File: config.mk
export PLATFORM = sky130hd
export DESIGN_NAME = bnn_acc_array_flat
export DESIGN_NICKNAME = d
export VERILOG_FILES = /design/src/rtl/bnn_acc_array_if.sv /design/src/rtl/bnn_acc_array.sv /design/src/flat_wrapper.sv
export SDC_FILE = /design/constraint.sdc
export NUM_CORES = 1
export LEC_CHECK = 0
export CAP_MARGIN = 20
export CORE_ASPECT_RATIO = 1.2
export CORE_UTILIZATION = 25
export CTS_CLUSTER_DIAMETER = 40
export CTS_CLUSTER_SIZE = 16
export DETAILED_ROUTE_END_ITERATION = 16
export RECOVER_POWER = 100
export REMOVE_ABC_BUFFERS = 1
export SYNTH_ARGS = -nofsm -noshare
export SYNTH_HDL_FRONTEND = slang
export SYNTH_SLANG_ARGS = --single-unit
File: constraint.sdc
create_clock -name clk -period 7.9 [get_ports clk]
set_input_delay 1.975 -clock clk [delete_from_list [all_inputs] [get_ports clk]]
set_output_delay 1.975 -clock clk [all_outputs]
set_load 0.03 [all_outputs]
File: src/rtl/bnn_acc_array_if.sv
// Control, beat and result bus of the multi-lane +/-1 accumulator array.
interface bnn_acc_array_if #(
  parameter int unsigned N     = 12,
  parameter int unsigned LANES = 8,
  parameter int unsigned CNT_W = 8
);
  logic               start;
  logic [CNT_W-1:0]   len;
  logic [N-1:0]       bias;
  logic               in_valid;
  logic               in_ready;
  logic [LANES-1:0]   in_bits;
  logic               in_op;
  logic               out_valid;
  logic               out_ready;
  logic [LANES*N-1:0] out_data;
  logic [LANES-1:0]   sat_flag;
  logic               busy;

  modport master (
    output start, len, bias, in_valid, in_bits, in_op, out_ready,
    input  in_ready, out_valid, out_data, sat_flag, busy
  );

  modport slave (
    input  start, len, bias, in_valid, in_bits, in_op, out_ready,
    output in_ready, out_valid, out_data, sat_flag, busy
  );
endinterface

File: src/rtl/bnn_acc_array.sv
// LANES saturating signed accumulators, bias-preloaded, each stepping +/-1 per set
// lane bit over a len-beat run; result held on a valid/ready port.
module bnn_acc_array #(
  parameter int unsigned N     = 12,
  parameter int unsigned LANES = 8,
  parameter int unsigned CNT_W = 8
) (
  input  logic            clk,
  input  logic            rst_n,
  bnn_acc_array_if.slave  bus
);

  typedef enum logic [1:0] {IDLE, ACCUM, DONE} state_e;

  localparam logic signed [N:0] MAX_V = {2'b00, {(N-1){1'b1}}};
  localparam logic signed [N:0] MIN_V = {2'b11, {(N-1){1'b0}}};

  state_e               state_q, state_d;
  logic signed [N-1:0]  acc_q [LANES];
  logic signed [N-1:0]  acc_d [LANES];
  logic [LANES-1:0]     sat_q, sat_d;
  logic [CNT_W-1:0]     cnt_q, cnt_d;
  logic                 in_ready_q, out_valid_q, busy_q;
  logic signed [N:0]    sum;

  // Next-state and per-lane accumulate with clamp in N+1 bits
  always_comb begin
    state_d = state_q;
    acc_d   = acc_q;
    sat_d   = sat_q;
    cnt_d   = cnt_q;
    sum     = '0;
    case (state_q)
      IDLE: begin
        if (bus.start) begin
          for (int unsigned i = 0; i < LANES; i++) acc_d[i] = $signed(bus.bias);
          sat_d   = '0;
          cnt_d   = bus.len;
          state_d = (bus.len != '0) ? ACCUM : DONE;
        end
      end
      ACCUM: begin
        if (bus.in_valid && in_ready_q) begin
          cnt_d = cnt_q - CNT_W'(1);
          for (int unsigned i = 0; i < LANES; i++) begin
            if (bus.in_bits[i]) begin
              sum = bus.in_op ? ($signed({acc_q[i][N-1], acc_q[i]}) - (N+1)'(1))
                              : ($signed({acc_q[i][N-1], acc_q[i]}) + (N+1)'(1));
              if (sum > MAX_V) begin
                acc_d[i] = MAX_V[N-1:0];
                sat_d[i] = 1'b1;
              end else if (sum < MIN_V) begin
                acc_d[i] = MIN_V[N-1:0];
                sat_d[i] = 1'b1;
              end else begin
                acc_d[i] = sum[N-1:0];
              end
            end
          end
          if (cnt_q == CNT_W'(1)) state_d = DONE;
        end
      end
      DONE: begin
        if (out_valid_q && bus.out_ready) state_d = IDLE;
      end
      default: state_d = IDLE;
    endcase
  end

  // Handshake flags are registered from the next state so they align with it
  always_ff @(posedge clk) begin
    if (!rst_n) begin
      state_q     <= IDLE;
      for (int unsigned i = 0; i < LANES; i++) acc_q[i] <= '0;
      sat_q       <= '0;
      cnt_q       <= '0;
      in_ready_q  <= 1'b0;
      out_valid_q <= 1'b0;
      busy_q      <= 1'b0;
    end else begin
      state_q     <= state_d;
      acc_q       <= acc_d;
      sat_q       <= sat_d;
      cnt_q       <= cnt_d;
      in_ready_q  <= (state_d == ACCUM);
      out_valid_q <= (state_d == DONE);
      busy_q      <= (state_d != IDLE);
    end
  end

  for (genvar g = 0; g < LANES; g++) begin : g_out
    assign bus.out_data[g*N +: N] = acc_q[g];
  end

  assign bus.in_ready  = in_ready_q;
  assign bus.out_valid = out_valid_q;
  assign bus.sat_flag  = sat_q;
  assign bus.busy      = busy_q;

endmodule

File: src/flat_wrapper.sv
// flat-port wrapper written by rule: the top's interface ports become plain ports
module bnn_acc_array_flat 
#(
  parameter int unsigned N     = 12,
  parameter int unsigned LANES = 8,
  parameter int unsigned CNT_W = 8
)
  (clk, rst_n, bus_start, bus_len, bus_bias, bus_in_valid, bus_in_bits, bus_in_op, bus_out_ready, bus_in_ready, bus_out_valid, bus_out_data, bus_sat_flag, bus_busy);
  bnn_acc_array_if #(.N(N), .LANES(LANES), .CNT_W(CNT_W)) bus_i ();
  input  logic clk;
  input  logic rst_n;
  input wire logic [$bits(bus_i.start)-1:0] bus_start;
  input wire logic [$bits(bus_i.len)-1:0] bus_len;
  input wire logic [$bits(bus_i.bias)-1:0] bus_bias;
  input wire logic [$bits(bus_i.in_valid)-1:0] bus_in_valid;
  input wire logic [$bits(bus_i.in_bits)-1:0] bus_in_bits;
  input wire logic [$bits(bus_i.in_op)-1:0] bus_in_op;
  input wire logic [$bits(bus_i.out_ready)-1:0] bus_out_ready;
  output wire logic [$bits(bus_i.in_ready)-1:0] bus_in_ready;
  output wire logic [$bits(bus_i.out_valid)-1:0] bus_out_valid;
  output wire logic [$bits(bus_i.out_data)-1:0] bus_out_data;
  output wire logic [$bits(bus_i.sat_flag)-1:0] bus_sat_flag;
  output wire logic [$bits(bus_i.busy)-1:0] bus_busy;
  assign bus_i.start = bus_start;
  assign bus_i.len = bus_len;
  assign bus_i.bias = bus_bias;
  assign bus_i.in_valid = bus_in_valid;
  assign bus_i.in_bits = bus_in_bits;
  assign bus_i.in_op = bus_in_op;
  assign bus_i.out_ready = bus_out_ready;
  assign bus_in_ready = bus_i.in_ready;
  assign bus_out_valid = bus_i.out_valid;
  assign bus_out_data = bus_i.out_data;
  assign bus_sat_flag = bus_i.sat_flag;
  assign bus_busy = bus_i.busy;
  bnn_acc_array #(.N(N), .LANES(LANES), .CNT_W(CNT_W)) u_core (.clk(clk), .rst_n(rst_n), .bus(bus_i));
endmodule
; ---- Word level (Yosys, flattened, before mapping)
; Cells that the tools add are included.
[classes]
magnitude_cmp = 16
n_eq_ne = 23
addsub = 17
mux = 71
reduce_logical = 23
[ops]
columns = op, n
row1 = 2-to-1 mux 12 bit, 24
row2 = 2-to-1 mux 96 bit, 2
row3 = one-hot mux 96 bit (2 select lines), 1
row4 = "adder 12 x 2 -> 13 bit, second input constant", 8
row5 = "> comparator 13 x 12 -> 1 bit, second input constant", 8
row6 = "less-than comparator 13 x 12 -> 1 bit, second input constant", 8
row7 = 2-to-1 mux 13 bit, 8
row8 = "subtractor 12 x 2 -> 13 bit, second input constant", 8
row9 = AND reduction 5 bit, 8
row10 = 2-to-1 mux 8 bit, 4
row11 = one-hot mux 8 bit (2 select lines), 2
row12 = AND reduction 4 bit, 8
row13 = 2-to-1 mux 1 bit, 24
row14 = "inequality test 3 x 1 -> 1 bit, second input constant", 8
row15 = "inequality test 2 bit, second input constant", 9
row16 = 2-to-1 mux 2 bit, 5
row17 = "== test 8 x 1 -> 1 bit, second input constant", 1
row18 = nonzero test 8 bit, 1
row19 = "subtractor 8 x 1 -> 8 bit, second input constant", 1
row20 = one-hot mux 2 bit (3 select lines), 1
row21 = "== test 2 x 1 -> 1 bit, second input constant", 2
row22 = "== test 2 bit, second input constant", 2
row23 = nonzero test 2 bit, 2
row24 = AND reduction 3 bit, 1
row25 = other kinds (3), 4
[totals]
output_inout_bits = 107
ff_bits = 117
word_cells = 171

; ---- Logic depth before layout (Yosys ltp)
; Gate-level depths: netlist (run 1).
[logic_depth]
depth_word = 8
depth_mapped = 11
ltp_nobuf = 10

; ---- Worst setup path after synthesis (run 1)
; Ideal clock, no wire load.
[synth_timing]
kind = input -> register
start = input port bus_in_op
end = register u_core.acc_q (netlist bit u_core.bus.out_data[25])
arrival_ps = 4266
setup_time_ps = 70
path_slack_ps = 3564
stages = 10
path_buffers = 1
t_required_ps = 7830
cell_sequence = inv_1 fa_1 or4_1 nor3_1 nand3_1 nor4_1 a41oi_1 and3_1 buf_4 a21oi_1
[synth_via]
elab_chain_cells = 7
word_cells_on_any_way = 8
cone_classes = order compare: 2 / mux: 6
[synth_rtl]
columns = item, line_no
row1 = from (decl), flat_wrapper.sv:17  ; input wire logic [$bits(bus_i.in_op)-1:0] bus_in_op;
row2 = 2-to-1 mux 13 bit *, bnn_acc_array.sv:47  ; sum = bus.in_op ? ($signed({acc_q[i][N-1], acc_q[i]}) - (N+1)'(1))
row3 = less-than comparator 13 x 12 -> 1 bit, bnn_acc_array.sv:52  ; end else if (sum < MIN_V) begin
row4 = 2-to-1 mux 12 bit, bnn_acc_array.sv:52
row5 = 2-to-1 mux 12 bit *, bnn_acc_array.sv:49  ; if (sum > MAX_V) begin
row6 = 2-to-1 mux 12 bit *, bnn_acc_array.sv:46  ; if (bus.in_bits[i]) begin
row7 = 2-to-1 mux 96 bit *, bnn_acc_array.sv:43  ; if (bus.in_valid && in_ready_q) begin
row8 = one-hot mux 96 bit (2 select lines) *, bnn_acc_array.sv:33  ; case (state_q)
row9 = to (signal assigned), bnn_acc_array.sv:82  ; acc_q <= acc_d;
row10 = to (decl), bnn_acc_array.sv:19  ; logic signed [N-1:0] acc_q [LANES];
; Every way passes the cells marked *; elsewhere a longest branch is shown, timed or not. The select of a mux whose other input is x is not followed.
; A chain may end at the register's enable or synchronous reset.

; ---- Worst setup path in the final report (run 1)
[layout_timing]
start = input port bus_in_op
end = register u_core.acc_q (netlist bit u_core.bus.out_data[57])
; Same word-level chain as after synthesis.

==> metrics.md, run 1 <==
| Metric | Value |
|---|---|
| DR vias/cell | between 5 and 6 |
| WL per Instance | 18.79 um |
| Design Area, Final | 0.01278 mm2 |
| Outcome | complete, but fails checks |
| Crit start category | input port |
| Dominant synthesized flop cell | dfxtp_1 |
| HPWL after DPL | between 20000 and 30000 um |
| Post-synth EDFFs | 0 |
| Die area | around 0.042 mm2 |
| Register bit count reported by yosys | 117 |
| Final hold viol count | 0 |
| Pre-CTS setup slack | about 2.1 ns |
| Synthesized instance count | 1319 |
| CTS HTree Levels | 4 |
| Failing checks | max-capacitance violations, max-slew violations |
| Clk sinks | ~120 |
| Top cell type by total area after synthesis | dfxtp_1 |
| TritonCTS buffer count | 17 |
| Setup Fix Bufs, Post-CTS | 0 |
| Dpl cell area | 0.01230 mm2 |
| R2R Setup Slk | 4.12 ns |
| Fraction of layout cells with a size suffix above 1 | 0.06371 |
| Number of I/O pins | between 100 and 150 |
| Port buffer count | 140 |
| Final period util | 0.7724 |
| Detailed-route via count | 10930 |
| Ant diodes | 0 |
| Filler cell count in the final layout | 4292 |
| Final setup viols | 0 |
| Vias in the first global route | between 10000 and 15000 |
| Tot GR Track Use | 0.1732 |
| Fin crit period | between 6 and 7 ns |
| Critical path class | input port to flip-flop |
| Row count | 81 |
| Clk slew on worst S/H paths | roughly 0.08 ns |
| Largest net degree at the start of global routing | 73 |
| Worst-margin pin slew | 3.594 ns |
| Hold Crit Class | flip-flop to flip-flop |
| DRC errors left | 0 |
| Power per cell area | approximately 200 mW/mm2 |
| Pre-antenna DRT Iters | 7 |
| Hold_buf cts | 0 |
| Final #Nets | roughly 1600 |
| Syn avg cell area | roughly 8 um2 |
| Seq/Total Area, Yosys | 0.2253 |
| Initial DRC count | approximately 600 |
| P_leak | between 5 and 6 nW |
| Clock buffer depth | 2 |
| Initial antenna violation count | 0 |
| Post-synth ARST share | 0 |
| Routed Antenna Nets | 0 |
| Root Driver | clkbuf_16 |
| First-pass GRT wire length | 57450 um |
| Mapped Area | ~0.010 mm2 |
| Cts repair resizes | 0 |
| Multi-input logic area | between 0.007 and 0.008 mm2 |
| CTS tree | built |
| Gr ovfl total | 0 |
| Yosys top cell area share | 0.2253 |
| Hold Slack | 0.4794 ns |
| Die width | approximately 190 um |
| Die height | 225.4 um |
| Crit path capture type | flip-flop |
| Total Negative Setup Slacks | 0 ns |
| Yosys cell types | slightly above 90 |
| Initial Util | 0.2546 |
| Clock Latency Late Sink | between 0.4 and 0.5 ns |
| CP Data Arrival Time | between 6 and 7 ns |
| Synth area leaders | dfxtp_1, ha_1, a21oi_1, o21ai_0, o211ai_1 |
| Peak supply drop | 0.0001422 V |
| CORE AREA | just over 0.04 mm2 |
| RSZ-0062 raised after global routing | no |
| Yosys warns | 0 |
| Synth-to-Final Area Change | 22.92% |
| Fmax achieved | 163.9 MHz |
| Maximum capacitance violations | 2 |
| DRT Wirelength | between 30000 and 40000 um |
| Fin. max-slew vios | 82 |
| FF+latch area | around 0.0023 mm2 |
| Worst Skew | about 0.018 ns |
| Worst path required time | slightly above 8 ns |
| Worst setup margin | 1.798 ns |
| Post-layout util | 0.3129 |
| CP Max Fanout | 47 |
| GPL Wtd Cong | about 0.90 |
| Worst slew margin | -1.396 |
[kinds of logic (layout without fill, tap and decap cells)]
kind of cell,count (synthesis),after routing,synth area share
xor+xnor,57,57,0.04801
buf+inv,113,238,0.04320
simple gates,414,414,0.2054
fa+ha+maj,107,107,0.1343
mux,1,1,0.0009627
compound gates,510,510,0.3428
flops,117,117,0.2253
[power by group]
part | internal, W | switching (W)
combinational | 0.000436 | 0.000675
clock | 0.000416 | 0.000358
sequential | 0.000649 | 0.0000682
total | 0.00150 | 0.00110
[cell usage after synthesis (16+ instances only)]
cell and instances:
a311oi_1 20, a31oi_1 18, a21oi_1 98, a21o_1 21, dfxtp_1 117, nor2_1 92, nor4_1 16, o21a_1 26
nor2b_1 20, ha_1 98, nor3_1 24, o21ai_0 93, clkbuf_1 36, nand2_1 100, o211ai_1 57, nand3_1 28
a21oi_2 20, nand2b_1 32, xor2_1 28, a211oi_1 28, or3_1 29, xnor2_1 29, inv_1 55
[layer usage]
layer,share of wire,GRT usage,vias up
li1,-,-,5267
met1,0.46,0.2286,5274
met2,0.46,0.2852,351
met3,0.057,0.02927,41
met4,0.022,0.05507,0
met5,0,0,-
[flip-flops by register name, summed over array words and instances, names as in the netlist]
name / cells
u_core.bus.sat_flag: 8
u_core.state_q: 2
u_core.bus.in_ready: 1
u_core.bus.out_valid: 1
u_core.bus.out_data: 96
u_core.bus.busy: 1
u_core.cnt_q: 8
[worst max-delay path: stages]
cell and delay, ns:
buf_4 0.45, buf_4 0.62, ha_1 0.39, a211oi_1 0.31
or2_0 0.19, a31o_2 0.22, a21oi_1 0.07, a2111oi_0 1.52
nor2_1 0.29, a21oi_1 0.23, a21oi_1 0.08
[worst paths after layout]
kind,start,endpoint,cells after the start
hold / removal,u_core.bus.out_data[95]$_SDFFE_PN0P_,u_core.bus.out_data[95]$_SDFFE_PN0P_,2
setup reg to reg,u_core.bus.out_data[49]$_SDFFE_PN0P_,u_core.bus.out_data[57]$_SDFFE_PN0P_,9
hold reg to reg,u_core.bus.out_data[95]$_SDFFE_PN0P_,u_core.bus.out_data[95]$_SDFFE_PN0P_,2
setup / recovery,bus_in_op,u_core.bus.out_data[57]$_SDFFE_PN0P_,11
[area by class of cell]
cell class	instances	area share
multi-input cells	1089	0.5897
well taps	539	0.05277
clock buffers	17	0.03328
flip-flops and latches	117	0.1833
inverters	56	0.01645
repair buffers	150	0.1140
clock inverters	15	0.01057
[per-stage QoR]
stage | cells | total power [W]
2_1_floorplan | 1262 | 0.001505
3_3_place_gp | 1950 | 0.001851
3_5_place_dp | 1950 | 0.001859
4_1_cts | 1982 | 0.002640
5_1_grt | 1983 | 0.002752
6_report | 1983 | 0.002603
[cell usage in the layout, fill, tap and decap left out, types with 18 or more instances in the layout]
cell             count
dfxtp_1            117
dlygate4sd3_1      108
a21oi_1            106
nand2_1            100
ha_1                98
o21ai_0             97
nor2_1              92
o211ai_1            57
inv_1               55
nand2b_1            32
clkdlybuf4s50_1     30
xnor2_1             29
or3_1               29
nand3_1             28
a211oi_1            28
xor2_1              28
o21a_1              26
nor3_1              24
a21o_1              21
a311oi_1            20
nor2b_1             19
a31oi_1             18
(Power assumes the default switching activity.)
==> run 2, diff against run 1 <==
- clock period: 7.9 -> 5.3 ns (I/O delays scaled with it)
==> metrics.md, run 2 (synthesis gave the netlist of run 1 again) <==
| Metric | Value |
|---|---|
| Outcome | finished, final reports clean |
| DRT Wirelength | 37280 um (about the same) |
| Most frequent cells in the layout | dfxtp_1, dlygate4sd3_1, a21oi_1, nand2_1, ha_1 |
| Total chip power | 0.003871 W (+49%) |
| Crit Reg-Reg Startpoint | u_core.bus.out_data[72]$_SDFFE_PN0P_ |
| Initial Util | 0.2546 (unchanged) |
| Clk sinks | 117 (unchanged) |
| GPL Wtd Cong | 0.9514 (+5.5%) |
| WL per Instance | 18.76 um (-0.14%) |
| Fin crit period | 4.728 ns |
| Gr ovfl total | 0 (unchanged) |
| Cell Count, Final, Fillers Out | 1987 (+0.20%) |
| CP max stage delay | 1.04 ns (-0.48 ns) |
| Die area | 0.04241 mm2 (unchanged) |
| Routed Antenna Nets | 0 (unchanged) |
| CORE AREA | 0.04084 mm2 (unchanged) |
| Peak supply drop | 0.0001862 V (+31%) |
| CTS tree | built |
| Critical path origin | bus_in_op |
| Tot GR Track Use | 0.1729 (-0.0002978) |
| Final hold viol count | 0 (unchanged) |
| Stages on worst setup path | 11 (unchanged) |
| P_leak | 5.171 nW (about the same) |
| Port buffer count | 140 (unchanged) |
| Worst-margin pin slew | 1.323 ns (-2.271 ns) |
| Hold_buf cts | 0 (unchanged) |
| Pre-antenna DRT Iters | 5 (-2) |
| TritonCTS buffer count | 17 (unchanged) |
| CP Max Fanout | 32 (-32%) |
| Worst R2R Path Depth | 10 (+1) |
| Fraction of layout cells with a size suffix above 1 | 0.06837 (+0.004658) |
| Total Negative Setup Slacks | 0 ns (unchanged) |
| Cts repair resizes | 0 (unchanged) |
| Ant diodes | 0 (unchanged) |
| Maximum capacitance violations | 0 (-2) |
| Initial antenna violation count | 0 (unchanged) |
| Setup crit end | u_core.bus.out_data[80]$_SDFFE_PN0P_ |
| Final setup viols | 0 (unchanged) |
| Max FFs per register | 96 (unchanged) |
| Synth-to-Final Area Change | 23.41% |
| Clock Latency Late Sink | 0.43 ns (about the same) |
| Reg2reg end | u_core.bus.out_data[80]$_SDFFE_PN0P_ |
| Buffers & Inverters on Critical Path | 2 (unchanged) |
| Fmax achieved | around 210 MHz |
| Final period util | 0.8920 |
| CTS HTree Levels | 4 (unchanged) |
| Die width | 188.2 um (unchanged) |
| Critical path class | input port to flip-flop |
| Setup Fix Bufs, Post-CTS | 0 (unchanged) |
| DRC errors left | 0 (unchanged) |
| First-pass GRT wire length | 57500 um (about the same) |
| Number of I/O pins | 141 (unchanged) |
| HPWL after DPL | 28200 um (+3.2%) |
| Hold Crit Class | flip-flop to flip-flop |
| Root Driver | clkbuf_16 |
| DR vias/cell | 5.507 (-0.11%) |
| Largest net degree at the start of global routing | 61 (-16%) |
| Crit path capture type | flip-flop |
| Slowest cell on crit path | o21ai_0 |
| Initial DRC count | 642 (+6.8%) |
| Detailed-route via count | 10940 (+0.091%) |
| Crit start category | input port |
| Final #Nets | 1575 (+0.25%) |
| Die height | 225.4 um (unchanged) |
| Worst slew margin | 0.1085 (+1.504) |
| Family with the most delay on the worst path | compound AO/OA/AOI/OAI gates |
| DP Cell Count | 1955 (+0.26%) |
| Worst Skew | 0.01498 ns (-0.002563 ns) |
| Fin. max-slew vios | 0 (-100%) |
| Clock buffer depth | 2 (unchanged) |
| Vias in the first global route | 10320 (-0.41%) |
| Filler cell count in the final layout | 4372 (+1.9%) |
| R2R Setup Slk | 1.63 ns (-2.49 ns) |
| Worst path required time | 5.67 ns (-2.54 ns) |
| Row count | 81 (unchanged) |
| Crit-path cells | buf_4 -> inv_1 -> fa_1 -> nor2b_1 -> o2111ai_1 -> a21oi_1 -> a21boi_0 -> xnor2_1 -> nand4_1 -> o21ai_0 -> o221a_2 |
| RSZ-0062 raised after global routing | no |
| Clk slew on worst S/H paths | 0.06 ns (-0.02 ns) |
| Most common cell after layout, fill and taps aside | dfxtp_1 |
| CP Data Arrival Time | 5.09 ns (-1.32 ns) |
| Power per cell area | 301.7 mW/mm2 (+48%) |
## run 2: changes by cell type in the layout (fill, tap and decap cells not counted), moves of 2 or more
cell             delta
clkinvlp_4          +4
a21oi_2             +5
inv_6               -3
dlygate4sd3_1       +2
clkbuf_1            +3
a21oi_1             -5
clkdlybuf4s50_1     -2
inv_8               -4
## run 2: layout make-up
cell class / instances / area, um2 / share of cell area
Clock buffer: 19 / 442.9 / 0.03452
Clock inverter: 13 / 123.9 / 0.009654
Inverter: 56 / 210.2 / 0.01638
Multi-Input combinational cell: 1089 / 7561 / 0.5893
Sequential cell: 117 / 2342 / 0.1825
Tap cell: 539 / 674.4 / 0.05256
Timing Repair Buffer: 154 / 1476 / 0.1151
## run 2: worst register-to-register path, delay by kind of cell (launching register included)
kind	cells	cell delay, ns
and+or+nand+nor	2	0.34
DFF	1	0.44
adders and majority gates	1	0.47
xor gates and xnor gates	1	0.21
AOI/OAI and AO/OA	5	2.03
buffers and inverters	1	0.12
## run 2: worst min path at each step
stage | depth (start not counted) | endpoint | startpoint | slack [ns]
floorplan | 1 | u_core.cnt_q[7]$_SDFFE_PN0P_ | u_core.cnt_q[7]$_SDFFE_PN0P_ | 0.45
finish | 2 | u_core.bus.out_data[95]$_SDFFE_PN0P_ | u_core.bus.out_data[95]$_SDFFE_PN0P_ | 0.48
global route | 2 | u_core.bus.out_data[95]$_SDFFE_PN0P_ | u_core.bus.out_data[95]$_SDFFE_PN0P_ | 0.52
global placement | 1 | u_core.cnt_q[7]$_SDFFE_PN0P_ | u_core.cnt_q[7]$_SDFFE_PN0P_ | 0.47
detailed placement | 1 | u_core.cnt_q[7]$_SDFFE_PN0P_ | u_core.cnt_q[7]$_SDFFE_PN0P_ | 0.48
CTS | 2 | u_core.bus.out_data[95]$_SDFFE_PN0P_ | u_core.bus.out_data[95]$_SDFFE_PN0P_ | 0.49
## run 2: report_power, final
part           switching [W]  total (W)  internal, W
registers           0.000105    0.00107     0.000968
clock network       0.000472    0.00113     0.000662
logic                0.00101    0.00166     0.000649
total                0.00159    0.00387      0.00228
## run 2: stage by stage
step                        util  setup slack (ns)  hold WS (ns)  cell area (um2)
after global placement    0.3020            0.4665        0.4684            12330
after CTS                 0.3159            0.8763        0.4897            12900
after global routing      0.3142            0.3450        0.5203            12830
final                     0.3142            0.5724        0.4823            12830
after detailed placement  0.3020            0.4365        0.4771            12330
after floorplan                -             1.531        0.4474            10160
## run 2: metal layers
metal	vias to the layer above	global-route usage	wire [um]
met5	-	0	0
met4	0	0.05245	843
met3	48	0.03036	2246
met2	374	0.2910	17550
met1	5264	0.2233	16640
li1	5257	-	-
==> run 3, diff against run 2 <==
- CTS_BUF_LIST: unset -> sky130_fd_sc_hd__clkbuf_4
==> metrics.md, run 3 (synthesis gave the netlist of run 1 again) <==
| Metric | Value |
|---|---|
| Worst slew margin | 0.1221 (+0.01361) |
| Crit path capture type | flip-flop |
| Cell Count, Final, Fillers Out | 1988 (+0.050%) |
| Fmax achieved | 219.2 MHz (+3.6%) |
| Peak supply drop | 0.0001104 V (-41%) |
| Total chip power | 0.003389 W (-12%) |
| Int Pwr | 0.001857 W (-19%) |
| Synth-to-Final Area Change | 20.51% |
| Fraction of layout cells with a size suffix above 1 | 0.06837 (unchanged) |
| Die area | 0.04241 mm2 (unchanged) |
| CP Data Arrival Time | 5.09 ns (about the same) |
| TritonCTS buffer count | 17 (unchanged) |
| Final #Nets | 1575 (unchanged) |
| Initial Util | 0.2546 (unchanged) |
| Final setup viols | 0 (unchanged) |
| Design Area, Final | 0.01253 mm2 (-2.4%) |
| Power per cell area | 270.5 mW/mm2 (-10%) |
| GPL Wtd Cong | 0.9514 (unchanged) |
| Worst path required time | 5.82 ns (+0.15 ns) |
| Most frequent cells in the layout | dfxtp_1, dlygate4sd3_1, a21oi_1, nand2_1, ha_1 |
| Tot GR Track Use | 0.1724 (-0.0005661) |
| WL per Instance | 18.73 um (-0.14%) |
| DRT Wirelength | 37240 um (about the same) |
| CTS tree | built |
| Final period util | 0.8609 (-0.03109) |
| Worst-margin pin slew | 1.303 ns (-0.02021 ns) |
| P_leak | 5.038 nW (-2.6%) |
| RSZ-0062 raised after global routing | no |
| Hold_buf cts | 0 (unchanged) |
| Setup Fix Bufs, Post-CTS | 0 (unchanged) |
| Clock Latency Late Sink | 0.58 ns (+0.15 ns) |
| Sw power | 0.001533 W (-3.7%) |
| Net Sw Frac | 0.4522 (+0.04119) |
| Clk sinks | 117 (unchanged) |
| Clock buffer depth | 2 (unchanged) |
| Fin crit period | 4.563 ns (-0.1648 ns) |
| Logic pwr share | 0.491 (+0.061) |
| Critical path class | input port to flip-flop |
| Dpl cell area | 0.01233 mm2 (unchanged) |
| Worst Skew | 0.04101 ns (+0.02603 ns) |
| Reg power frac | 0.316 (+0.039) |
| Crit start category | input port |
| Routed Antenna Nets | 0 (unchanged) |
| Largest net degree at the start of global routing | 61 (unchanged) |
| DRC errors left | 0 (unchanged) |
| Outcome | finished, final reports clean |
| Die width | 188.2 um (unchanged) |
| Most common cell after layout, fill and taps aside | dfxtp_1 |
| Row count | 81 (unchanged) |
| HPWL after DPL | 28200 um (unchanged) |
| Initial DRC count | 670 (+4.4%) |
| Cts repair resizes | 0 (unchanged) |
| Maximum capacitance violations | 0 (unchanged) |
| Initial antenna violation count | 1 (+1) |
| Max FFs per register | 96 (unchanged) |
| Final hold viol count | 0 (unchanged) |
| Pre-antenna DRT Iters | 5 (unchanged) |
| CTS HTree Levels | 4 (unchanged) |
| Clk slew on worst S/H paths | 0.13 ns (+0.07 ns) |
| DP Cell Count | 1955 (unchanged) |
| Gr ovfl total | 0 (unchanged) |
| Detailed-route via count | 10900 (-0.39%) |
| Port buffer count | 140 (unchanged) |
| Vias in the first global route | 10350 (+0.25%) |
| Fin. max-slew vios | 0 (unchanged) |
| Number of I/O pins | 141 (unchanged) |
| First-pass GRT wire length | 57390 um (-0.18%) |
| Total Negative Setup Slacks | 0 ns (unchanged) |
| Clock Power Share | 0.193 (-0.100) |
| CORE AREA | 0.04084 mm2 (unchanged) |
| DR vias/cell | 5.483 (-0.44%) |
| Filler cell count in the final layout | 4406 (+0.78%) |
| CP Max Fanout | 32 (unchanged) |
| Root Driver | clkbuf_4 |
| Die height | 225.4 um (unchanged) |
| Hold Crit Class | flip-flop to flip-flop |
==> run 3: power by group through the flow <==
stage          logic, W  clock network (W)  registers, W
6_report        0.00166           0.000654       0.00107
5_1_grt         0.00182           0.000711       0.00109
4_1_cts         0.00170           0.000671       0.00107
3_5_place_dp    0.00169                  0       0.00109
3_3_place_gp    0.00167                  0       0.00109
2_1_floorplan   0.00103                  0       0.00121
==> run 3: worst max-delay path, cell delays in order <==
cell	delay [ns]
buf_4	0.39
inv_1	0.30
fa_1	0.47
nor2b_1	0.21
o2111ai_1	0.15
a21oi_1	0.27
a21boi_0	0.19
xnor2_1	0.21
nand4_1	0.13
o21ai_0	1.02
o221a_2	0.38
==> run 3: path summary, 6_finish.rpt <==
| check | to | slack, ns | startpoint | cells after the start |
|---|---|---|---|---|
| max reg2reg | u_core.bus.out_data[80]$_SDFFE_PN0P_ | 1.62 | u_core.bus.out_data[72]$_SDFFE_PN0P_ | 10 |
| max | u_core.bus.out_data[80]$_SDFFE_PN0P_ | 0.74 | bus_in_op | 11 |
| min | u_core.bus.out_data[95]$_SDFFE_PN0P_ | 0.49 | u_core.bus.out_data[95]$_SDFFE_PN0P_ | 2 |
| min reg2reg | u_core.bus.out_data[95]$_SDFFE_PN0P_ | 0.49 | u_core.bus.out_data[95]$_SDFFE_PN0P_ | 2 |
==> run 3: per-stage QoR <==
step	utilization	hold slack, ns	setup WS [ns]
3_3_place_gp	0.3020	0.4684	0.4665
6_report	0.3068	0.4885	0.7372
5_1_grt	0.3068	0.5286	0.5342
4_1_cts	0.3084	0.4966	1.049
3_5_place_dp	0.3020	0.4771	0.4365
2_1_floorplan	-	0.4474	1.531
==> run 3: layer usage <==
layer	track usage	share of wire
met1	0.2205	0.44
met2	0.2915	0.48
met3	0.03036	0.067
met4	0.05481	0.023
met5	0	0
==> run 3: cell type report <==
class | count | area (um2) | area share
Multi-Input combinational cell | 1089 | 7561 | 0.6035
Sequential cell | 117 | 2342 | 0.1869
Timing Repair Buffer | 154 | 1476 | 0.1178
Tap cell | 539 | 674.4 | 0.05382
Inverter | 56 | 210.2 | 0.01678
Clock buffer | 18 | 135.1 | 0.01078
Clock inverter | 14 | 127.6 | 0.01019
Antenna cell | 1 | 2.502 | 0.0001997
